`config.mk`:
```
export PLATFORM = sky130hd
export DESIGN_NAME = gradient_calc_flat
export DESIGN_NICKNAME = d
export VERILOG_FILES = /design/src/rtl/gradient_calc_if.sv /design/src/rtl/gradient_calc.sv /design/src/flat_wrapper.sv
export SDC_FILE = /design/constraint.sdc
export NUM_CORES = 1
export LEC_CHECK = 0
export ABC_AREA = 0
export CAP_MARGIN = 15
export CORE_UTILIZATION = 24
export CTS_CLUSTER_DIAMETER = 120
export CTS_CLUSTER_SIZE = 25
export DETAILED_ROUTE_END_ITERATION = 12
export SYNTH_ARGS = -nofsm -noshare
export SYNTH_HDL_FRONTEND = slang
export SYNTH_SLANG_ARGS = --single-unit
export TNS_END_PERCENT = 20
```
`constraint.sdc`:
```
create_clock -name clk -period 3.9 [get_ports clk]
set_clock_uncertainty 0.1 [all_clocks]
set_input_delay 0.78 -clock clk [delete_from_list [all_inputs] [get_ports clk]]
set_output_delay 0.78 -clock clk [all_outputs]
set_load 0.01 [all_outputs]
```
`src/rtl/gradient_calc_if.sv`:
```
`default_nettype none
// ============================================================================
//  Module   : gradient_calc_if
//  Purpose  : Window-in / gradient-out bundle for the Sobel gradient stage.
//             master = upstream window loader side, slave = gradient stage.
//  Revision : 1.0  initial release
// ============================================================================
interface gradient_calc_if;
    logic [71:0] gradient_data_in;
    logic        gradient_data_in_valid;
    logic [7:0]  pixel_out_x;
    logic [7:0]  pixel_out_y;
    logic        pixel_xy_valid;
    logic [10:0] gradient_magnitude;
    logic [1:0]  gradient_direction;
    logic [7:0]  pixel_out;
    logic        gradient_out_valid;

    modport master (
        output gradient_data_in,
        output gradient_data_in_valid,
        input  pixel_out_x,
        input  pixel_out_y,
        input  pixel_xy_valid,
        input  gradient_magnitude,
        input  gradient_direction,
        input  pixel_out,
        input  gradient_out_valid
    );

    modport slave (
        input  gradient_data_in,
        input  gradient_data_in_valid,
        output pixel_out_x,
        output pixel_out_y,
        output pixel_xy_valid,
        output gradient_magnitude,
        output gradient_direction,
        output pixel_out,
        output gradient_out_valid
    );
endinterface
`default_nettype wire

```
`src/rtl/gradient_calc.sv`:
```
`default_nettype none
// ============================================================================
//  Module   : gradient_calc
//  Purpose  : Two-stage Sobel gradient pipeline. Stage 1 computes Gx/Gy and
//             the clamped X/Y images; stage 2 computes L1 magnitude, the
//             quantised direction and the clamped edge image. 1 window/clk.
//  Revision : 1.0  initial release
// ============================================================================
module gradient_calc (
    input  wire logic       clk,
    input  wire logic       rstN,   // active-high asynchronous reset
    gradient_calc_if.slave  bus
);

    // Direction codes
    localparam logic [1:0] C_DIR_0   = 2'd0;
    localparam logic [1:0] C_DIR_45  = 2'd1;
    localparam logic [1:0] C_DIR_90  = 2'd2;
    localparam logic [1:0] C_DIR_135 = 2'd3;

    // Stage 1 state: Gx/Gy are held as sign + magnitude, which carries the
    // same information as the signed values and is all stage 2 consumes.
    logic        sign_x_q, sign_x_d;
    logic        sign_y_q, sign_y_d;
    logic [9:0]  abs_x_q,  abs_x_d;
    logic [9:0]  abs_y_q,  abs_y_d;
    logic [7:0]  pix_x_q,  pix_x_d;
    logic [7:0]  pix_y_q,  pix_y_d;
    logic        xy_valid_q, xy_valid_d;

    // Stage 2 state
    logic [10:0] mag_q, mag_d;
    logic [1:0]  dir_q, dir_d;
    logic [7:0]  pix_q, pix_d;
    logic        out_valid_q, out_valid_d;

    // Combinational helpers
    logic [7:0]         p [9];
    logic [10:0]        w_x_pos, w_x_neg, w_y_pos, w_y_neg;
    logic signed [10:0] w_gx, w_gy;
    logic [12:0]        w_ax5, w_ax2, w_ay5, w_ay2;

    // Unpack the window and apply both Sobel kernels
    always_comb begin
        for (int k = 0; k < 9; k++) begin
            p[k] = bus.gradient_data_in[8*k +: 8];
        end
        w_x_pos = {3'b0, p[2]} + {2'b0, p[5], 1'b0} + {3'b0, p[8]};
        w_x_neg = {3'b0, p[0]} + {2'b0, p[3], 1'b0} + {3'b0, p[6]};
        w_y_pos = {3'b0, p[6]} + {2'b0, p[7], 1'b0} + {3'b0, p[8]};
        w_y_neg = {3'b0, p[0]} + {2'b0, p[1], 1'b0} + {3'b0, p[2]};
        // Range is +-1020, so the 11-bit two's-complement difference is exact
        w_gx    = $signed(w_x_pos - w_x_neg);
        w_gy    = $signed(w_y_pos - w_y_neg);
    end

    // Next-state for both stages; data holds when the feeding valid is low
    always_comb begin
        sign_x_d    = sign_x_q;
        sign_y_d    = sign_y_q;
        abs_x_d     = abs_x_q;
        abs_y_d     = abs_y_q;
        pix_x_d     = pix_x_q;
        pix_y_d     = pix_y_q;
        xy_valid_d  = bus.gradient_data_in_valid;
        mag_d       = mag_q;
        dir_d       = dir_q;
        pix_d       = pix_q;
        out_valid_d = xy_valid_q;

        // tan(22.5deg) ~ 0.4 comparisons, widened so 5*1020 cannot overflow
        w_ax5 = 13'(abs_x_q) * 13'd5;
        w_ax2 = {2'b0, abs_x_q, 1'b0};
        w_ay5 = 13'(abs_y_q) * 13'd5;
        w_ay2 = {2'b0, abs_y_q, 1'b0};

        if (bus.gradient_data_in_valid) begin
            sign_x_d = w_gx[10];
            sign_y_d = w_gy[10];
            abs_x_d  = w_gx[10] ? 10'(-w_gx) : 10'(w_gx);
            abs_y_d  = w_gy[10] ? 10'(-w_gy) : 10'(w_gy);
            pix_x_d  = (abs_x_d > 10'd255) ? 8'hFF : abs_x_d[7:0];
            pix_y_d  = (abs_y_d > 10'd255) ? 8'hFF : abs_y_d[7:0];
        end

        if (xy_valid_q) begin
            mag_d = {1'b0, abs_x_q} + {1'b0, abs_y_q};
            pix_d = (mag_d > 11'd255) ? 8'hFF : mag_d[7:0];
            // A zero component never reaches the sign test: ax=0 or ay=0
            // is always resolved by one of the first two comparisons.
            if (w_ay5 <= w_ax2) begin
                dir_d = C_DIR_0;
            end else if (w_ay2 >= w_ax5) begin
                dir_d = C_DIR_90;
            end else if (sign_x_q == sign_y_q) begin
                dir_d = C_DIR_45;
            end else begin
                dir_d = C_DIR_135;
            end
        end
    end

    // Pipeline registers, cleared asynchronously on reset
    always_ff @(posedge clk or posedge rstN) begin
        if (rstN) begin
            sign_x_q    <= 1'b0;
            sign_y_q    <= 1'b0;
            abs_x_q     <= '0;
            abs_y_q     <= '0;
            pix_x_q     <= '0;
            pix_y_q     <= '0;
            xy_valid_q  <= 1'b0;
            mag_q       <= '0;
            dir_q       <= '0;
            pix_q       <= '0;
            out_valid_q <= 1'b0;
        end else begin
            sign_x_q    <= sign_x_d;
            sign_y_q    <= sign_y_d;
            abs_x_q     <= abs_x_d;
            abs_y_q     <= abs_y_d;
            pix_x_q     <= pix_x_d;
            pix_y_q     <= pix_y_d;
            xy_valid_q  <= xy_valid_d;
            mag_q       <= mag_d;
            dir_q       <= dir_d;
            pix_q       <= pix_d;
            out_valid_q <= out_valid_d;
        end
    end

    assign bus.pixel_out_x        = pix_x_q;
    assign bus.pixel_out_y        = pix_y_q;
    assign bus.pixel_xy_valid     = xy_valid_q;
    assign bus.gradient_magnitude = mag_q;
    assign bus.gradient_direction = dir_q;
    assign bus.pixel_out          = pix_q;
    assign bus.gradient_out_valid = out_valid_q;

endmodule
`default_nettype wire

```
`src/flat_wrapper.sv`:
```
// flat-port wrapper written by rule: the top's interface ports become plain ports
module gradient_calc_flat 
  (clk, rstN, bus_gradient_data_in, bus_gradient_data_in_valid, bus_pixel_out_x, bus_pixel_out_y, bus_pixel_xy_valid, bus_gradient_magnitude, bus_gradient_direction, bus_pixel_out, bus_gradient_out_valid);
  gradient_calc_if bus_i ();
  input  wire logic clk;
  input  wire logic rstN;
  input wire logic [$bits(bus_i.gradient_data_in)-1:0] bus_gradient_data_in;
  input wire logic [$bits(bus_i.gradient_data_in_valid)-1:0] bus_gradient_data_in_valid;
  output wire logic [$bits(bus_i.pixel_out_x)-1:0] bus_pixel_out_x;
  output wire logic [$bits(bus_i.pixel_out_y)-1:0] bus_pixel_out_y;
  output wire logic [$bits(bus_i.pixel_xy_valid)-1:0] bus_pixel_xy_valid;
  output wire logic [$bits(bus_i.gradient_magnitude)-1:0] bus_gradient_magnitude;
  output wire logic [$bits(bus_i.gradient_direction)-1:0] bus_gradient_direction;
  output wire logic [$bits(bus_i.pixel_out)-1:0] bus_pixel_out;
  output wire logic [$bits(bus_i.gradient_out_valid)-1:0] bus_gradient_out_valid;
  assign bus_i.gradient_data_in = bus_gradient_data_in;
  assign bus_i.gradient_data_in_valid = bus_gradient_data_in_valid;
  assign bus_pixel_out_x = bus_i.pixel_out_x;
  assign bus_pixel_out_y = bus_i.pixel_out_y;
  assign bus_pixel_xy_valid = bus_i.pixel_xy_valid;
  assign bus_gradient_magnitude = bus_i.gradient_magnitude;
  assign bus_gradient_direction = bus_i.gradient_direction;
  assign bus_pixel_out = bus_i.pixel_out;
  assign bus_gradient_out_valid = bus_i.gradient_out_valid;
  gradient_calc u_core (.clk(clk), .rstN(rstN), .bus(bus_i));
endmodule
```
* After elaboration in Yosys (flattened, before gate mapping)
Cells that the tools add are included.
Operators by class: mux-type cells 8, $mul 2, add/subtract/negate cells 13, order comparisons 5, eq/ne operators 1
Operator list (number):
- $add 11x8->11 | 4
- $add 8x9->10 | 4
- $mul 10x3->13 const B | 2
- $mux 8 | 3
- $sub 11x11->11 | 2
- $gt 10x8->1 const B | 2
- $mux 10 | 2
- $neg 10->10 | 2
- $ge 11x13->1 | 1
- $le 13x11->1 | 1
- $add 10x10->11 | 1
- $gt 11x8->1 const B | 1
- $mux 2 | 3
- $eq 1x1->1 | 1
Word-level totals: output and inout bits 39, register bits after elaboration 61

* Logic depth before layout (Yosys ltp)
Gate-level depths: netlist (run 1).
depth after elaboration 7, mapped depth 22

* Worst setup path before layout (run 1)
No wires, ideal clock.
path type input to register, from in bus_gradient_data_in[2], to reg u_core.pix_y_q[0] (netlist: u_core.bus.pixel_out_y[0]), stages 19, arrival 5021 ps, required time 3658 ps, slack -1363 ps, buffers on the path 0, path through ha_1 -> a21o_1 -> a21oi_1 -> o21bai_1 -> a21oi_1 -> xnor2_1 -> fa_1 -> inv_1 -> fa_1 -> inv_1 -> ha_1 -> or3_1 -> o22ai_1 -> nor2_1 -> xnor2_1 -> or3b_1 -> mux2i_1 -> o31ai_2 -> a31oi_1
On the way: longest elaborated chain between the ends 7
RTL lines:
- start, declared | RTL line flat_wrapper.sv:7 | input wire logic [$bits(bus_i.gradient_data_in)-1:0] bus_gradient_data_in;
- $add 8x9->10 (*) | RTL line gradient_calc.sv:51 | w_y_neg = {3'b0, p[0]} + {2'b0, p[1], 1'b0} + {3'b0, p[2]};
- $add 11x8->11 (*) | RTL line gradient_calc.sv:51
- $sub 11x11->11 (*) | RTL line gradient_calc.sv:54 | w_gy = $signed(w_y_pos - w_y_neg);
- $neg 10->10 | RTL line gradient_calc.sv:81 | abs_y_d = w_gy[10] ? 10'(-w_gy) : 10'(w_gy);
- $mux 10 (*) | RTL line gradient_calc.sv:81
- $gt 10x8->1 | RTL line gradient_calc.sv:83 | pix_y_d = (abs_y_d > 10'd255) ? 8'hFF : abs_y_d[7:0];
- $mux 8 (*) | RTL line gradient_calc.sv:83
- end signal, assigned | RTL line gradient_calc.sv:123 | pix_y_q <= pix_y_d;
- end, declared | RTL line gradient_calc.sv:28 | logic [7:0] pix_y_q, pix_y_d;
Every way passes the cells marked *; elsewhere a longest branch is shown, timed or not. A chain may end at the register's enable or synchronous reset.

* Worst setup path after layout (run 1)
from in bus_gradient_data_in[9], to reg u_core.pix_y_q[3] (netlist: u_core.bus.pixel_out_y[3])
The elaborated chain is that of the path after synthesis.

==> results of run 1 <==
## final cells by class
class,instances,share of cell area [%]
Clock buffer,10,2.05
Tap cell,390,4.38
Timing Repair Buffer,267,20.3
Inverter,139,4.68
Sequential cell,61,13.7
Clock inverter,5,0.898
Multi-Input combinational cell,606,54.0
## metrics by stage
stage	worst slack [ns]	instances	hold slack, ns	utilization (%)	cell area, µm²
floorplan	-1.26	818	0.333	-	7540
global placement	-1.98	1436	0.381	33.4	10000
detailed placement	-2.08	1436	0.387	33.4	10000
CTS	-1.12	1474	0.399	36.4	10900
global route	-1.31	1478	0.407	37.1	11100
finish	-1.15	1478	0.391	37.1	11100
## sequential cells by signal (all words and copies together) (netlist names)
name	flops
u_core.bus.gradient_magnitude	11
u_core.abs_y_q	10
u_core.bus.pixel_xy_valid	1
u_core.sign_x_q	1
u_core.bus.pixel_out	8
u_core.bus.pixel_out_x	8
u_core.bus.pixel_out_y	8
u_core.sign_y_q	1
u_core.bus.gradient_out_valid	1
u_core.abs_x_q	10
u_core.bus.gradient_direction	2
## kinds of logic (layout without fill, tap and decap cells)
logic type	Yosys count	in the layout
flops	61	61
mux	19	19
fa+ha+maj	160	160
buf+inv	151	421
simple gates	147	147
compound gates	208	208
xor+xnor	72	72
## cell usage in the layout, fill, tap and decap left out, types with 16 or more instances in the layout
| cell type | count |
|---|---|
| nand2_1 | 18 |
| a21oi_2 | 19 |
| a21o_1 | 19 |
| nor2_1 | 42 |
| o21ai_0 | 24 |
| buf_4 | 152 |
| ha_1 | 96 |
| dfrtp_1 | 60 |
| inv_2 | 16 |
| inv_1 | 123 |
| xnor2_1 | 37 |
| ha_4 | 21 |
| fa_1 | 34 |
| clkdlybuf4s50_1 | 77 |
| a21oi_1 | 39 |
| xor2_1 | 21 |
## final timing paths
kind,startpoint,to,slack [ns],cells after the start
setup / recovery,bus_gradient_data_in[9],u_core.bus.pixel_out_y[3],-1.15,21
hold / removal,u_core.bus.pixel_out[6],u_core.bus.pixel_out[6],0.39,1
setup reg to reg,u_core.abs_y_q[3],u_core.bus.gradient_direction[0],0.20,18
hold reg to reg,u_core.bus.pixel_out[6],u_core.bus.pixel_out[6],0.39,1
max in group asynchronous,rstN,u_core.abs_y_q[3],2.38,4
min in group asynchronous,rstN,u_core.bus.pixel_out_x[6],0.59,2
## layer usage
metal / routed length (µm) / up-vias
li1: - / 3361
met1: 8790 / 3148
met2: 9860 / 128
met3: 554 / 19
met4: 296 / 0
met5: 0 / -
## repair_timing
action / CTS / global route
setup buffers: 23 / 3
pin swaps: 98 / 15
gates resized for setup: 170 / 31
endpoints found under the setup margin: 38 / 38
==> flow_metrics.tcl, run 1 <==
set metrics [dict create \
    status "finished with violations" \
    violations "negative setup slack" \
    start_util_pct 24.7 \
    syn-cell-area_mm2 0.00741 \
    io_pins 114 \
    fin_setup_tns_ns -34.58 \
    post-synth-top-count-cell "inv_1" \
    wl_per_cell_um 13.2 \
    synth_top_family_by_area "adder cells" \
    grt_max_degree 52 \
    cts_tree "built" \
    synth_nets 1053 \
    grtUsageMet1_pct 15.7 \
    crit_buf_inv 4 \
    finalHoldViolCount 0 \
    drt-initial-drc-count 185 \
    yosysTopAreaCell "dfrtp_1" \
    setup_viol 36 \
    synth_mux_area_share_pct 2.84 \
    first_pass_iters 6 \
    syn2layout_area_growth_pct 50.4 \
    insertedDiodeCount 0 \
    antenna_found_initial 0 \
    clockRootBuffer "clkbuf_16" \
    port-buffer-count 105 \
    synth_edf_count 0 \
    drc 0 \
    worst_slew_pin_slew_ns 0.598 \
    setup.worst_path.start_class "input port" \
    clock_path_buffers 2 \
    arrival_ns 5.14 \
    fp.dieH_um 178 \
    synth_top_area_share_pct 20.6 \
    numCtsBuffers 9 \
    synth-simple-area-share_pct 10.5 \
    dieWidth_um 178 \
    cpPeakStageDelay_ns 0.57 \
    clk_pin_slew_worst_paths_ns 0.05 \
    dpl.hpwl_um 16300 \
    regArea_mm2 0.00153 \
    clk_latency_ns 0.33 \
    hp-class "reg2reg" \
    grt_util_met3_pct 1.63 \
    synth_seq_cells 61 \
    synth_xor_area_share_pct 8.61 \
    synthDistinctLibCells 66 \
    drtAntennaViolNets 0 \
    layout.nets 1319 \
    clock-sinks 61 \
    critPathSlowestCell "fa_1" \
    yosysSeqAreaShare_pct 20.6 \
    period_minus_slack_ns 5.05 \
    grt-ovfl-total 0 \
    vias 6656 \
    row_count 63 \
    synth_fa_ha_area_share_pct 31.0 \
    grt-busiest-layer "met2" \
    avgSynthCellArea_um2 9.06 \
    cp_cell_sequence "buf_6 -> ha_4 -> a21o_1 -> a21oi_2 -> o21bai_1 -> a21oi_2 -> xnor2_2 -> fa_1 -> inv_1 -> fa_1 -> inv_1 -> ha_2 -> or3_4 -> a211oi_4 -> nor2_1 -> xnor2_1 -> or3b_4 -> mux2i_4 -> o31ai_4 -> buf_6 -> a31oi_1" \
    cp-end-kind "flip-flop" \
    cts_hold_buf 0 \
    multi_input_area_mm2 0.00602 \
    path_class "in2reg" \
    slew_viol_final 0 \
    vias_per_cell 4.50 \
    timing.final.crit_share_pct 129 \
    coreArea_mm2 0.0300 \
    grt_pass1_vias 6878 \
    grt_usage_pct 12.8 \
    rsz0062_at_grt "true" \
    async_reset_ff_share_pct 100 \
    setup_ws_ns -1.15 \
    critPathMaxFanout 8 \
    drv_cap 0 \
    fmax_mhz 198 \
    yosys-top-cells-area "dfrtp_1, ha_1, fa_1" \
    grt_first_pass_wirelength_um 32200 \
    routed_wl_um 19500 \
    fillers 3003 \
    ys.flop_type "dfrtp_1" \
    yosysWarnings 0 \
    path_delay_family "adder cells" \
    synth_compound_area_share_pct 18.8 \
    netlist_instances 818 \
    h-tree-depth 3 \
    gr-usage-met2_pct 23.3 \
    required_ns 3.99 \
    maxSlewHeadroom_pct 59.8 \
    netlist_top_cells_count "inv_1, ha_1, dfrtp_1" \
    gp_congestion 0.828 \
    dieArea_mm2 0.0316 \
    drive_gt1_share_pct 30.8 \
]
Power of run 1 is left out: the tool's default activity adds up to more than one toggle a clock period on the data nets, which glitch-free logic cannot reach.
==> run 2: changes to the inputs <==
--- a/config.mk
+++ b/config.mk
@@ -11,6 +11,7 @@
 export CTS_CLUSTER_DIAMETER = 120
 export CTS_CLUSTER_SIZE = 25
 export DETAILED_ROUTE_END_ITERATION = 12
+export PLACE_DENSITY_LB_ADDON = 0.15
 export SYNTH_ARGS = -nofsm -noshare
 export SYNTH_HDL_FRONTEND = slang
 export SYNTH_SLANG_ARGS = --single-unit
==> flow_metrics.tcl, run 2 (synthesized netlist as in run 1, its figures left out) <==
set metrics [dict create \
    reg2regPathDepth 16 \
    regArea_mm2 0.00153 \
    setup_viol 36 \
    crit_start "bus_gradient_data_in[42]" \
    start_util_pct 24.7 \
    rsz0062_at_grt "true" \
    path_class "in2reg" \
    r2r_slack_ns 0.21 \
    insertedDiodeCount 0 \
    required_ns 4.02 \
    dieWidth_um 178 \
    numCtsBuffers 9 \
    setup.worst_path.start_class "input port" \
    critPathMaxFanout 7 \
    cp-end-kind "flip-flop" \
    crit_buf_inv 11 \
    largest_reg_flops 11 \
    drv_cap 0 \
    fmax_mhz 201 \
    cts_tree "built" \
    coreArea_mm2 0.0300 \
    drt-initial-drc-count 142 \
    syn2layout_area_growth_pct 54.9 \
    status "finished with violations" \
    h-tree-depth 3 \
    min_from "u_core.bus.pixel_out[4]" \
    critPathSlowestCell "o31a_4" \
    drc 0 \
    io_pins 114 \
    layout.nets 1327 \
    slew_viol_final 0 \
    worst_slew_pin_slew_ns 0.802 \
    hold_end "u_core.bus.pixel_out[4]" \
    routed_wl_um 20300 \
    gp_congestion 0.783 \
    row_count 63 \
    layout_commonest_cell "buf_4" \
    port-buffer-count 105 \
    timing.final.crit_share_pct 128 \
    first_pass_iters 4 \
    vias 6591 \
    grt_pass1_vias 6914 \
    setup_ws_ns -1.08 \
    vias_per_cell 4.43 \
    grt_usage_pct 13.5 \
    violations "negative setup slack" \
    dpl.hpwl_um 16900 \
    wl_per_cell_um 13.7 \
    grt-ovfl-total 0 \
    grt_first_pass_wirelength_um 33900 \
    clockRootBuffer "clkbuf_16" \
    clk_pin_slew_worst_paths_ns 0.06 \
    hp-class "reg2reg" \
    clock_path_buffers 2 \
    maxSlewHeadroom_pct 46.6 \
    antenna_found_initial 0 \
    drtAntennaViolNets 0 \
    multi_input_area_mm2 0.00631 \
    period_minus_slack_ns 4.98 \
    clock-sinks 61 \
    fillers 3066 \
    dpl_cell_area_mm2 0.0101 \
    dieArea_mm2 0.0316 \
    final_cell_mix "buf_4, inv_1, ha_1" \
    clk_latency_ns 0.34 \
    cpPeakStageDelay_ns 0.38 \
    drive_gt1_share_pct 34.0 \
    cpMostUsedCell "buf_4" \
    reg2reg_from "u_core.abs_y_q[4]" \
    fp.dieH_um 178 \
    postLayoutCellArea_mm2 0.0115 \
    arrival_ns 5.10 \
    path_delay_family "buffers and inverters" \
    hold_path_depth 1 \
    r2r_end "u_core.bus.gradient_direction[1]" \
    grt_max_degree 62 \
    finalHoldViolCount 0 \
]
[run 2: worst max path at each step]
stage	endpoint	slack, ns	cells after the start
2_1_floorplan	u_core.bus.pixel_out_x[2]	-1.26	20
3_3_place_gp	u_core.bus.pixel_out_x[2]	-2.09	21
3_5_place_dp	u_core.bus.pixel_out_x[2]	-2.11	21
4_1_cts	u_core.bus.pixel_out_x[2]	-1.09	20
5_1_grt	u_core.bus.pixel_out_x[2]	-1.24	26
6_report	u_core.bus.pixel_out_x[2]	-1.08	26
[run 2: through the flow]
| stage | TNS (ns) | util (%) | instances | setup WS, ns | hold slack, ns |
|---|---|---|---|---|---|
| after floorplan | -36.51 | - | 818 | -1.26 | 0.333 |
| after global placement | -68.57 | 33.6 | 1440 | -2.09 | 0.379 |
| after detailed placement | -69.13 | 33.6 | 1440 | -2.11 | 0.387 |
| after CTS | -34.03 | 37.2 | 1483 | -1.09 | 0.400 |
| after global routing | -40.63 | 38.2 | 1487 | -1.24 | 0.420 |
| final | -33.53 | 38.2 | 1487 | -1.08 | 0.394 |
[run 2: layer usage]
layer | part of all wire [%] | vias up | global-route usage (%) | wire, µm
met4 | 0.97 | 0 | 2.74 | 197
met5 | 0 | - | 0 | 0
met3 | 2.4 | 17 | 1.61 | 491
met1 | 46 | 3110 | 16.8 | 9420
li1 | - | 3364 | - | -
met2 | 50 | 100 | 24.8 | 10200
[run 2: area by class of cell]
class,instances,area share (%)
Sequential cell,61,13.3
Timing Repair Buffer,275,20.4
Multi-Input combinational cell,606,55.0
Clock inverter,5,0.316
Tap cell,390,4.25
Inverter,139,4.57
Clock buffer,11,2.12
[run 2: timing repair]
action,4_1_cts,5_1_grt
setup endpoints to repair,37,38
buffers inserted,28,4
pin swaps,118,35
gates resized for setup,218,44
hold buffers,0,0
Power of run 2 is left out for the same reason.
==> run 3: changes to the inputs <==
--- a/config.mk
+++ b/config.mk
@@ -12,6 +12,7 @@
 export CTS_CLUSTER_SIZE = 25
 export DETAILED_ROUTE_END_ITERATION = 12
 export PLACE_DENSITY_LB_ADDON = 0.15
+export SKIP_CTS_REPAIR_TIMING = 1
 export SYNTH_ARGS = -nofsm -noshare
 export SYNTH_HDL_FRONTEND = slang
 export SYNTH_SLANG_ARGS = --single-unit
==> flow_metrics.tcl, run 3 (synthesized netlist as in run 1, its figures left out) <==
set metrics [dict create \
    timing.final.crit_share_pct 129 \
    slew_viol_final 0 \
    worst_slew_pin_slew_ns 0.832 \
    port-buffer-count 105 \
    gp_congestion 0.783 \
    grt_first_pass_wirelength_um 32400 \
    start_util_pct 24.7 \
    setup_ws_ns -1.14 \
    violations "negative setup slack" \
    dpl.hpwl_um 16900 \
    clock_path_buffers 2 \
    vias 6430 \
    layout_commonest_cell "buf_4" \
    routed_wl_um 19700 \
    hold_path_depth 1 \
    cp-end-kind "flip-flop" \
    drc 0 \
    fp.dieH_um 178 \
    dieArea_mm2 0.0316 \
    postLayoutCellArea_mm2 0.0110 \
    antenna_found_initial 0 \
    hold_end "u_core.bus.pixel_out[4]" \
    layout.nets 1302 \
    critPathMaxFanout 8 \
    reg2reg_from "u_core.abs_y_q[4]" \
    grt-ovfl-total 0 \
    fin_setup_tns_ns -34.71 \
    maxSlewHeadroom_pct 43.8 \
    io_pins 114 \
    drv_cap 0 \
    grt_pass1_vias 6634 \
    fmax_mhz 198 \
    numCtsBuffers 9 \
    required_ns 4.00 \
    clk_latency_ns 0.33 \
    dieWidth_um 178 \
    clock-sinks 61 \
    syn2layout_area_growth_pct 48.1 \
    status "finished with violations" \
    vias_per_cell 4.40 \
    finalHoldViolCount 0 \
    rsz0062_at_grt "true" \
    arrival_ns 5.14 \
    r2r_end "u_core.bus.gradient_direction[1]" \
    drt-initial-drc-count 143 \
    final_cell_mix "buf_4, inv_1, ha_1" \
    period_minus_slack_ns 5.04 \
    regArea_mm2 0.00153 \
    drtAntennaViolNets 0 \
    hp-class "reg2reg" \
    stdcell_count 1462 \
    multi_input_area_mm2 0.00598 \
    grt_usage_pct 12.9 \
    reg2regPathDepth 16 \
    largest_reg_flops 11 \
    coreArea_mm2 0.0300 \
    dp_cells 1440 \
    cts_tree "built" \
    setup_viol 36 \
    dpl_cell_area_mm2 0.0101 \
    wl_per_cell_um 13.5 \
    row_count 63 \
    first_pass_iters 4 \
    drive_gt1_share_pct 28.4 \
    r2r_slack_ns 0.21 \
    insertedDiodeCount 0 \
    grt_max_degree 62 \
    path_class "in2reg" \
    min_from "u_core.bus.pixel_out[4]" \
    clockRootBuffer "clkbuf_16" \
    clk_pin_slew_worst_paths_ns 0.06 \
    setup.worst_path.start_class "input port" \
    fillers 3103 \
    pre_cts_ws_ns -2.11 \
    h-tree-depth 3 \
]
run 3: critical path, stage by stage:
cell             delay (ns)
clkdlybuf4s50_1        0.45
ha_1                   0.35
buf_4                  0.15
xor2_1                 0.15
fa_1                   0.53
inv_1                  0.05
fa_1                   0.49
inv_2                  0.05
ha_4                   0.15
or3_4                  0.40
a211oi_2               0.24
nor2_1                 0.08
xnor2_1                0.19
or3b_4                 0.43
mux2i_4                0.20
o31ai_4                0.19
buf_6                  0.18
a31oi_1                0.09
run 3: cell type report:
cell class | instances | share of cell area [%]
Clock buffer | 11 | 2.21
Clock inverter | 5 | 0.331
Inverter | 139 | 4.75
Multi-Input combinational cell | 606 | 54.4
Sequential cell | 61 | 13.9
Tap cell | 390 | 4.44
Timing Repair Buffer | 250 | 19.9
run 3: how the worst max path moves through the flow:
stage	startpoint	to	slack, ns
global route	bus_gradient_data_in[1]	u_core.bus.pixel_out_y[7]	-1.33
finish	bus_gradient_data_in[53]	u_core.bus.pixel_out_y[7]	-1.14
floorplan	bus_gradient_data_in[1]	u_core.bus.pixel_out_x[2]	-1.26
global placement	bus_gradient_data_in[1]	u_core.bus.pixel_out_x[2]	-2.09
detailed placement	bus_gradient_data_in[1]	u_core.bus.pixel_out_x[2]	-2.11
CTS	bus_gradient_data_in[1]	u_core.bus.pixel_out_x[2]	-1.77
run 3: per-layer routing:
layer	vias up	wire [µm]	global-route usage, %
met4	0	95	2.67
li1	3326	-	-
met5	-	0	0
met3	7	469	1.56
met1	3001	9330	16.0
met2	96	9780	23.6
run 3: metrics by stage:
step           util [%]  hold slack, ns
2_1_floorplan         -           0.333
3_3_place_gp       33.6           0.379
3_5_place_dp       33.6           0.387
4_1_cts            34.5           0.400
5_1_grt            36.6           0.420
6_report           36.6           0.394
Power of run 3 is left out for the same reason.
